$ cat src/rtl/rob_retire_unit.sv
// rob_retire_unit: reorder buffer taking 2 renamed instructions per cycle and retiring up to 3 in order
// Optional feature macro: ROB_FLUSH_EN (adds i_flush, clears the whole ROB at the edge).
// Ports:
//   i_clk, i_rst_n                     clock, asynchronous active-low reset
//   i_disp_valid/pdst/old_pdst         2-slot dispatch, slot 0 older, slot k in bits [k*W +: W]
//   o_disp_ready, o_disp_idx           >=2 free entries; slot 0 index = tail, slot 1 index = tail+1
//   i_wb_valid, i_wb_idx               3 completion ports
//   o_ret_valid/pdst/old_pdst          registered retire lanes, lane 0 oldest
//   o_count                            occupied entries
module rob_retire_unit #(
  parameter int DEPTH  = 16,
  parameter int PREG_W = 7,
  parameter int IDX_W  = $clog2(DEPTH)
) (
  input  logic                  i_clk,
  input  logic                  i_rst_n,
`ifdef ROB_FLUSH_EN
  input  logic                  i_flush,
`endif
  input  logic [1:0]            i_disp_valid,
  input  logic [2*PREG_W-1:0]   i_disp_pdst,
  input  logic [2*PREG_W-1:0]   i_disp_old_pdst,
  output logic                  o_disp_ready,
  output logic [2*IDX_W-1:0]    o_disp_idx,
  input  logic [2:0]            i_wb_valid,
  input  logic [3*IDX_W-1:0]    i_wb_idx,
  output logic [2:0]            o_ret_valid,
  output logic [3*PREG_W-1:0]   o_ret_pdst,
  output logic [3*PREG_W-1:0]   o_ret_old_pdst,
  output logic [IDX_W:0]        o_count
);
  localparam int CW = IDX_W + 1;
  logic [DEPTH-1:0]    r_valid, r_done;
  logic [PREG_W-1:0]   r_pdst [DEPTH];
  logic [PREG_W-1:0]   r_old_pdst [DEPTH];
  logic [IDX_W-1:0]    r_head, r_tail;
  logic [IDX_W:0]      r_count;
  logic [2:0]          r_ret_valid;
  logic [3*PREG_W-1:0] r_ret_pdst, r_ret_old_pdst;
  logic                w_ready;
  logic [1:0]          w_disp_v, w_n_disp, w_n_ret;
  logic [IDX_W-1:0]    w_tail1, w_slot1_idx;
  logic [IDX_W-1:0]    w_ret_idx [3];
  logic [2:0]          w_rdy, w_ret;
  assign w_ready = (CW'(DEPTH) - r_count) >= CW'(2);
  assign w_tail1 = r_tail + IDX_W'(1);
`ifdef ROB_FLUSH_EN
  assign w_disp_v = i_disp_valid & {2{w_ready & ~i_flush}};
`else
  assign w_disp_v = i_disp_valid & {2{w_ready}};
`endif
  assign w_n_disp = {1'b0, w_disp_v[0]} + {1'b0, w_disp_v[1]};
  // a lone slot 1 is compacted onto the tail entry
  assign w_slot1_idx = w_disp_v[0] ? w_tail1 : r_tail;
  assign o_disp_ready = w_ready;
  assign o_disp_idx = {w_tail1, r_tail};
  assign o_ret_valid = r_ret_valid;
  assign o_ret_pdst = r_ret_pdst;
  assign o_ret_old_pdst = r_ret_old_pdst;
  assign o_count = r_count;
  // in-order retire: lane k only if every older lookahead entry also retires
  always_comb begin
    for (int k = 0; k < 3; k++) begin
      w_ret_idx[k] = r_head + IDX_W'(k);
      w_rdy[k] = r_valid[w_ret_idx[k]] & r_done[w_ret_idx[k]];
    end
    w_ret = {&w_rdy, &w_rdy[1:0], w_rdy[0]};
    w_n_ret = {1'b0, w_ret[0]} + {1'b0, w_ret[1]} + {1'b0, w_ret[2]};
  end
  always_ff @(posedge i_clk) begin
    if (w_disp_v[0]) begin
      r_pdst[r_tail] <= i_disp_pdst[0 +: PREG_W];
      r_old_pdst[r_tail] <= i_disp_old_pdst[0 +: PREG_W];
    end
    if (w_disp_v[1]) begin
      r_pdst[w_slot1_idx] <= i_disp_pdst[PREG_W +: PREG_W];
      r_old_pdst[w_slot1_idx] <= i_disp_old_pdst[PREG_W +: PREG_W];
    end
  end
  always_ff @(posedge i_clk or negedge i_rst_n) begin
    if (!i_rst_n) begin
      r_valid <= '0;
      r_done <= '0;
      r_head <= '0;
      r_tail <= '0;
      r_count <= '0;
      r_ret_valid <= '0;
      r_ret_pdst <= '0;
      r_ret_old_pdst <= '0;
`ifdef ROB_FLUSH_EN
    end else if (i_flush) begin
      r_valid <= '0;
      r_done <= '0;
      r_head <= '0;
      r_tail <= '0;
      r_count <= '0;
      r_ret_valid <= '0;
      r_ret_pdst <= '0;
      r_ret_old_pdst <= '0;
`endif
    end else begin
      r_head <= r_head + IDX_W'(w_n_ret);
      r_tail <= r_tail + IDX_W'(w_n_disp);
      r_count <= r_count + CW'(w_n_disp) - CW'(w_n_ret);
      r_ret_valid <= w_ret;
      for (int p = 0; p < 3; p++)
        if (i_wb_valid[p] && r_valid[i_wb_idx[p*IDX_W +: IDX_W]])
          r_done[i_wb_idx[p*IDX_W +: IDX_W]] <= 1'b1;
      for (int k = 0; k < 3; k++) begin
        r_ret_pdst[k*PREG_W +: PREG_W] <= w_ret[k] ? r_pdst[w_ret_idx[k]] : '0;
        r_ret_old_pdst[k*PREG_W +: PREG_W] <= w_ret[k] ? r_old_pdst[w_ret_idx[k]] : '0;
        if (w_ret[k]) begin
          r_valid[w_ret_idx[k]] <= 1'b0;
          r_done[w_ret_idx[k]] <= 1'b0;
        end
      end
      if (w_disp_v[0]) begin
        r_valid[r_tail] <= 1'b1;
        r_done[r_tail] <= 1'b0;
      end
      if (w_disp_v[1]) begin
        r_valid[w_slot1_idx] <= 1'b1;
        r_done[w_slot1_idx] <= 1'b0;
      end
    end
  end
endmodule

$ cat config.mk
export PLATFORM = sky130hd
export DESIGN_NAME = rob_retire_unit
export DESIGN_NICKNAME = d
export VERILOG_FILES = /design/src/rtl/rob_retire_unit.sv
export SDC_FILE = /design/constraint.sdc
export NUM_CORES = 1
export LEC_CHECK = 0
export ABC_AREA = 1
export CORE_MARGIN = 3
export CORE_UTILIZATION = 30
export CTS_BUF_LIST = sky130_fd_sc_hd__clkbuf_4 sky130_fd_sc_hd__clkbuf_8
export CTS_CLUSTER_DIAMETER = 30
export DETAILED_ROUTE_END_ITERATION = 12
export SYNTH_ARGS = -nofsm -noshare
export SYNTH_HDL_FRONTEND = slang
export SYNTH_SLANG_ARGS = --single-unit
$ cat constraint.sdc
create_clock -name i_clk -period 4.14 [get_ports i_clk]
set_clock_uncertainty 0.05 [all_clocks]
set_input_delay 0.828 -clock i_clk [delete_from_list [all_inputs] [get_ports i_clk]]
set_output_delay 0.828 -clock i_clk [all_outputs]
set_load 0.005 [all_outputs]
### Word level (Yosys, flattened, before mapping)

Memory sizes are Yosys's and may differ from the RTL's.
Cells that the tools add are included.

| word-level totals | value |
|---|---|
| register bits after elaboration | 90 |
| memories | 2 |
| output and inout port bits | 59 |
| RAM bits | 224 |
| word-level logic and storage cells | 131 |
| bits in latches | 0 |
| memory bits (read-only) | 0 |

| operators by class | value |
|---|---|
| muxes and demuxes | 58 |
| add/sub/neg operators | 11 |
| order comparisons | 17 |
| shifts and indexed selects | 0 |
| equal/unequal tests | 0 |
| bitwise logic cells | 22 |
| multiply operators | 0 |
| div/mod/pow operators | 0 |
| reductions and logical operators | 13 |

Memory list:

| memory | depth | width | rd ports | clocked after memory_dff | wr ports | line | source |
|---|---|---|---|---|---|---|---|
| r_old_pdst | 16 | 7 | 3 | 0 | 2 | 35 | `logic [PREG_W-1:0] r_old_pdst [DEPTH];` |
| r_pdst | 16 | 7 | 3 | 0 | 2 | 34 | `logic [PREG_W-1:0] r_pdst [DEPTH];` |

Operators with widths:

| cell | number |
|---|---|
| $mux W16 | 13 |
| $and A16 B16 Y16 | 8 |
| $not A16 Y16 | 5 |
| $or A16 B16 Y16 | 5 |
| $mux W7 | 6 |
| $lt A4 B5 Y1 const B | 8 |
| $bmux W1 S4 | 9 |
| $demux W1 S4 | 8 |
| $ge A4 B1 Y1 const B | 8 |
| $mux W1 | 21 |
| $logic_and A1 B1 Y1 | 11 |
| $add A4 B1 Y4 const B | 2 |
| $add A4 B2 Y4 | 2 |
| $add A5 B2 Y5 | 1 |
| $ge A5 B2 Y1 const B | 1 |
| $sub A5 B2 Y5 | 1 |
| $sub A5 B5 Y5 const A | 1 |
| $add A1 B1 Y2 | 2 |
| $add A4 B2 Y4 const B | 1 |
| $mux W4 | 1 |
| $and A1 B1 Y1 | 3 |
| $reduce_and A3 Y1 | 1 |
| $add A2 B1 Y2 | 1 |
| $and A2 B2 Y2 | 1 |
| $reduce_and A2 Y1 | 1 |

### Longest topological paths before layout

| depth | value |
|---|---|
| depth after elaboration | 20 |
| gate-level depth with buffers | 23 |

### Worst setup path after synthesis

No wires, ideal clock.

| timing | value |
|---|---|
| path kind | register to register |
| start | reg r_head[1] |
| end | reg r_count[4] (netlist: o_count[4]) |
| clock period less this slack | 4.205 ns |
| slack | -0.065 ns |
| library setup time | 0.079 ns |
| arrival time | 4.076 ns |
| stages on the path, launching flop included | 23 |
| buffers on the path | 5 |
| data required time | 4.011 ns |
| cell sequence | dfrtp_1 inv_1 buf_2 buf_2 buf_2 clkbuf_1 ha_1 clkinv_1 nand3_1 nand2_1 nand2_1 nand2_1 nand2_1 nand2_1 inv_1 nand2_4 nand2_4 buf_2 fa_1 inv_1 fa_1 o21ai_0 xor2_1 |

| on the way | value |
|---|---|
| word-level cells in the longest chain between the ends | 8 |
| elaborated cells on any way between the ends | 22 |
| classes of those cells | 5 x add/sub; 12 x mux; 3 x bitwise; 2 x reduce/logical |

Ends and longest elaborated chain:

| element | line | source |
|---|---|---|
| start: declaration | 36 | `logic [IDX_W-1:0] r_head, r_tail;` |
| start signal: assignment | 102 | `r_head <= r_head + IDX_W'(w_n_ret);` |
| $add A4 B1 Y4 | 64 | `w_ret_idx[k] = r_head + IDX_W'(k);` |
| $bmux W1 S4 | 65 | `w_rdy[k] = r_valid[w_ret_idx[k]] & r_done[w_ret_idx[k]];` |
| $mux W1 (not written as such) | 65 |  |
| $and A1 B1 Y1 | 65 |  |
| $reduce_and A2 Y1 | 67 | `w_ret = {&w_rdy, &w_rdy[1:0], w_rdy[0]};` |
| $add A1 B1 Y2 | 68 | `w_n_ret = {1'b0, w_ret[0]} + {1'b0, w_ret[1]} + {1'b0, w_ret[2]};` |
| $add A2 B1 Y2 (*) | 68 |  |
| $sub A5 B2 Y5 (*) | 104 | `r_count <= r_count + CW'(w_n_disp) - CW'(w_n_ret);` |
| end signal: assignment | 104 |  |
| end: declaration | 37 | `logic [IDX_W:0] r_count;` |

Mark *: on every way between the ends. The rest lies on a longest branch, timed or not. The select of a mux whose other input is x is not followed.

### Worst setup path in the final report

Same ends and word-level chain as after synthesis.

==> summary.txt <==
Outcome
  – Status: finished, final reports clean

Power
  – Max VDD drop: between 0.0005 and 0.0006 V
  – Pwr/cell area: a little over 900 nW/µm²
  – Leakage power: 11.1 nW
  – Power consumption: between 20 and 25 mW

Clock network
  – Clock Tree Buf Depth: 3
  – Clk_lat worst skew: approximately 670 ps
  – CTS tree: built
  – Sink Count: approximately 310
  – Worst-path clk slew: 60 ps
  – Num CTS Buffers: ~80
  – Post-CTS Setup Bufs: 0
  – Root buffer cell: clkbuf_8
  – CTS H-tree lvls: 3

GRT
  – Initial antenna violation count: 5
  – Largest net degree at the start of global routing: around 110
  – Vias in the first global route: 18180
  – Grt total ovfl: 0
  – Global-route wire length before repair: approximately 120 mm
  – Total GRT Usage: ~22%

Synth
  – Syn avg cell area: roughly 7.3 µm²
  – Synth Instances: about 2900
  – Leading area contributor after synthesis: edfxtp_1
  – Share of the synthesized area in the top cell type: a little under a third
  – Synthesis Warnings: 0
  – Syn Nets: 2977
  – Commonest cells post-synth: nand2_1 (862), o21ai_0 (289), inv_1 (265)
  – Most common cell in the netlist: nand2_1
  – Synthesis-stage register bit count: about 310
  – Sequential area share after synthesis: roughly 42%
  – Number of flops mapped to enable cells by yosys: 224
  – Netlist cell types: 48
  – Ranking of synthesized cells by area: edfxtp_1 (32%), nand2_1 (15%), dfrtp_1 (11%), o21ai_0 (6.8%), o21ai_1 (4.9%)
  – Ys flop type: edfxtp_1
  – Mapped cell area: 21100 µm²
  – Post-synthesis async set-or-reset flop share: between 20% and 30%

Place
  – RePlAce Congestion: 0.920
  – Post-Place Cells: about 3800
  – PortBufs: ~110
  – Placement Setup Slack: 282 ps
  – Detail Placement HPWL: ~57 mm

Timing
  – Max-slew violation count: 0
  – Slew margin rel.: a little under a third
  – RSZ-0062 raised after global routing: false
  – Final Cycle Share: around 90%
  – Slew of the pin with the lowest slew margin: 1020 ps
  – Final Hold Vio Count: 0
  – Final setup TNS: 0 ps
  – Final WS setup: roughly 410 ps
  – Tmin final: between 3000 and 4000 ps
  – Final setup fails: 0
  – Highest Clock Rate: between 200 and 300 MHz

Floorplanning
  – Io pins: 106
  – Core ar.: ~69000 µm²
  – Row count: 96
  – Initial Util: 30.6%
  – DIE WIDTH: ~270 µm
  – Die area: around 74000 µm²
  – Die height: around 270 µm

Flow run
  – Max Cap Viol: 0

Routing
  – Pre-Repair DR Iteration Count: 6
  – Via count: roughly 20000
  – Total routed wirelength: approximately 84 mm
  – Final ANT Viol Nets: 0
  – Number of remaining DRC errors: 0
  – Drt first-iter violations: around 2600
  – Avg WL per Cell: between 20 and 25 µm
  – Vias per std cell: 5.20

Setup path
  – Setup crit end kind: register
  – CP Max Fanout: 17
  – Arrival @ worst endpoint: around 4300 ps
  – Data required, critical path: between 4000 and 5000 ps
  – CP Launch Type: register
  – Critical setup path kind: reg2reg

Layout
  – Area Growth Syn to Fin: 16.5%
  – Final net count: between 3000 and 4000
  – Layout Cells excl Fill: 3938
  – Share of post-route cells with drive strength above 1: under 10%

Min path
  – Hold Crit Class: in2async
-- area by class of cell --
| class | instances | area [µm²] |
|---|---|---|
| Multi-Input combinational cell | 2112 | 10200 |
| Fill cell | 7226 | 44600 |
| Tap cell | 931 | 1160 |
| Inverter | 270 | 1020 |
| Timing Repair Buffer | 164 | 1490 |
| Clock buffer | 96 | 1250 |
| Sequential cell | 314 | 8990 |
| Clock inverter | 47 | 523 |
| Antenna cell | 4 | 10.0 |
-- cell usage in the layout, fill, tap and decap left out, types with 5 or more instances in the layout --
cell	count
clkinvlp_4	10
o211ai_1	8
nor2_2	7
nand2_2	15
clkinv_2	14
nand2_4	18
a211oi_2	5
ha_1	24
xnor2_1	5
a211oi_1	8
buf_4	60
clkbuf_4	12
nor2_8	9
edfxtp_1	224
a32o_1	6
nand3_1	168
nor3_1	10
bufinv_16	10
a31oi_1	5
nand2_1	862
o21ai_1	205
clkinv_1	12
nor4_1	8
xor2_1	7
nand4_1	39
clkbuf_8	84
clkdlybuf4s50_1	104
dfrtp_1	88
nor2_1	187
a21oi_1	192
inv_1	263
o21ai_0	289
-- worst max-delay path, cell delays in order, from the launching register on --
cell	delay, ps
dfrtp_4	560
clkinv_2	100
ha_2	440
clkinv_1	240
nand3_1	120
nand2_1	60
nand2_1	50
nand2_1	60
nand2_1	90
nand2_1	80
inv_1	90
nand2_4	90
a21oi_2	300
ha_1	280
inv_1	50
ha_1	150
inv_1	60
fa_1	390
o21ai_0	230
xor2_1	150
-- where the power goes --
| part | internal, mW | switching, mW |
|---|---|---|
| clock | 2.64 | 1.67 |
| sequential | 4.54 | 0.761 |
| combinational | 3.60 | 9.19 |
| total | 10.8 | 11.6 |
-- timing repair --
action	in CTS	in global routing
hold buffers	0	0
endpoints found under the hold margin	0	0
gates resized for setup	0	1
setup endpoints to repair	0	1
-- metrics by stage --
stage	utilization, %	cell area, µm²	hold slack, ps
2_1_floorplan	-	21100	474
3_3_place_gp	33.0	22900	511
3_5_place_dp	33.0	22900	526
4_1_cts	35.6	24600	150
5_1_grt	35.6	24600	189
6_report	35.6	24600	145
-- path summary, 6_finish.rpt --
kind                                 from                  to  slack (ps)  cells after the start
worst max register to register  r_head[1]          o_count[4]         410                     19
min in group i_clk              r_head[2]           r_head[2]         550                      1
worst max-delay path            r_head[1]          o_count[4]         410                     19
worst min register to register  r_head[2]           r_head[2]         550                      1
worst min-delay path              i_rst_n  o_ret_old_pdst[14]         150                      1
max in group asynchronous         i_rst_n           r_tail[1]        3040                      2
-- cell families (layout without fill, tap and decap cells) --
| logic type | Yosys count | count (layout) | share of synthesized area, % |
|---|---|---|---|
| AOI/OAI and AO/OA | 729 | 729 | 18.0 |
| xor gates and xnor gates | 14 | 14 | 0.758 |
| adders and majority gates | 29 | 29 | 1.86 |
| buffers and inverters | 475 | 577 | 9.35 |
| DFF | 314 | 314 | 42.5 |
| muxes | 1 | 1 | 0.0474 |
| other | 0 | 4 | 0 |
| and+or+nand+nor | 1339 | 1339 | 27.5 |
-- registers in the layout (all words and copies together), names as in the netlist --
register and cells:
r_pdst 112, r_tail 4, r_done 16, r_head 4
o_count 5, r_valid 16, o_ret_old_pdst 21, o_ret_pdst 21
r_old_pdst 112, o_ret_valid 3
-- layer usage --
metal	GRT usage [%]	routed length, µm
met5	0	0
met4	11.5	4230
met1	28.9	33400
met2	34.2	37100
met3	5.44	9470
Power figures use the tool's default switching activity.
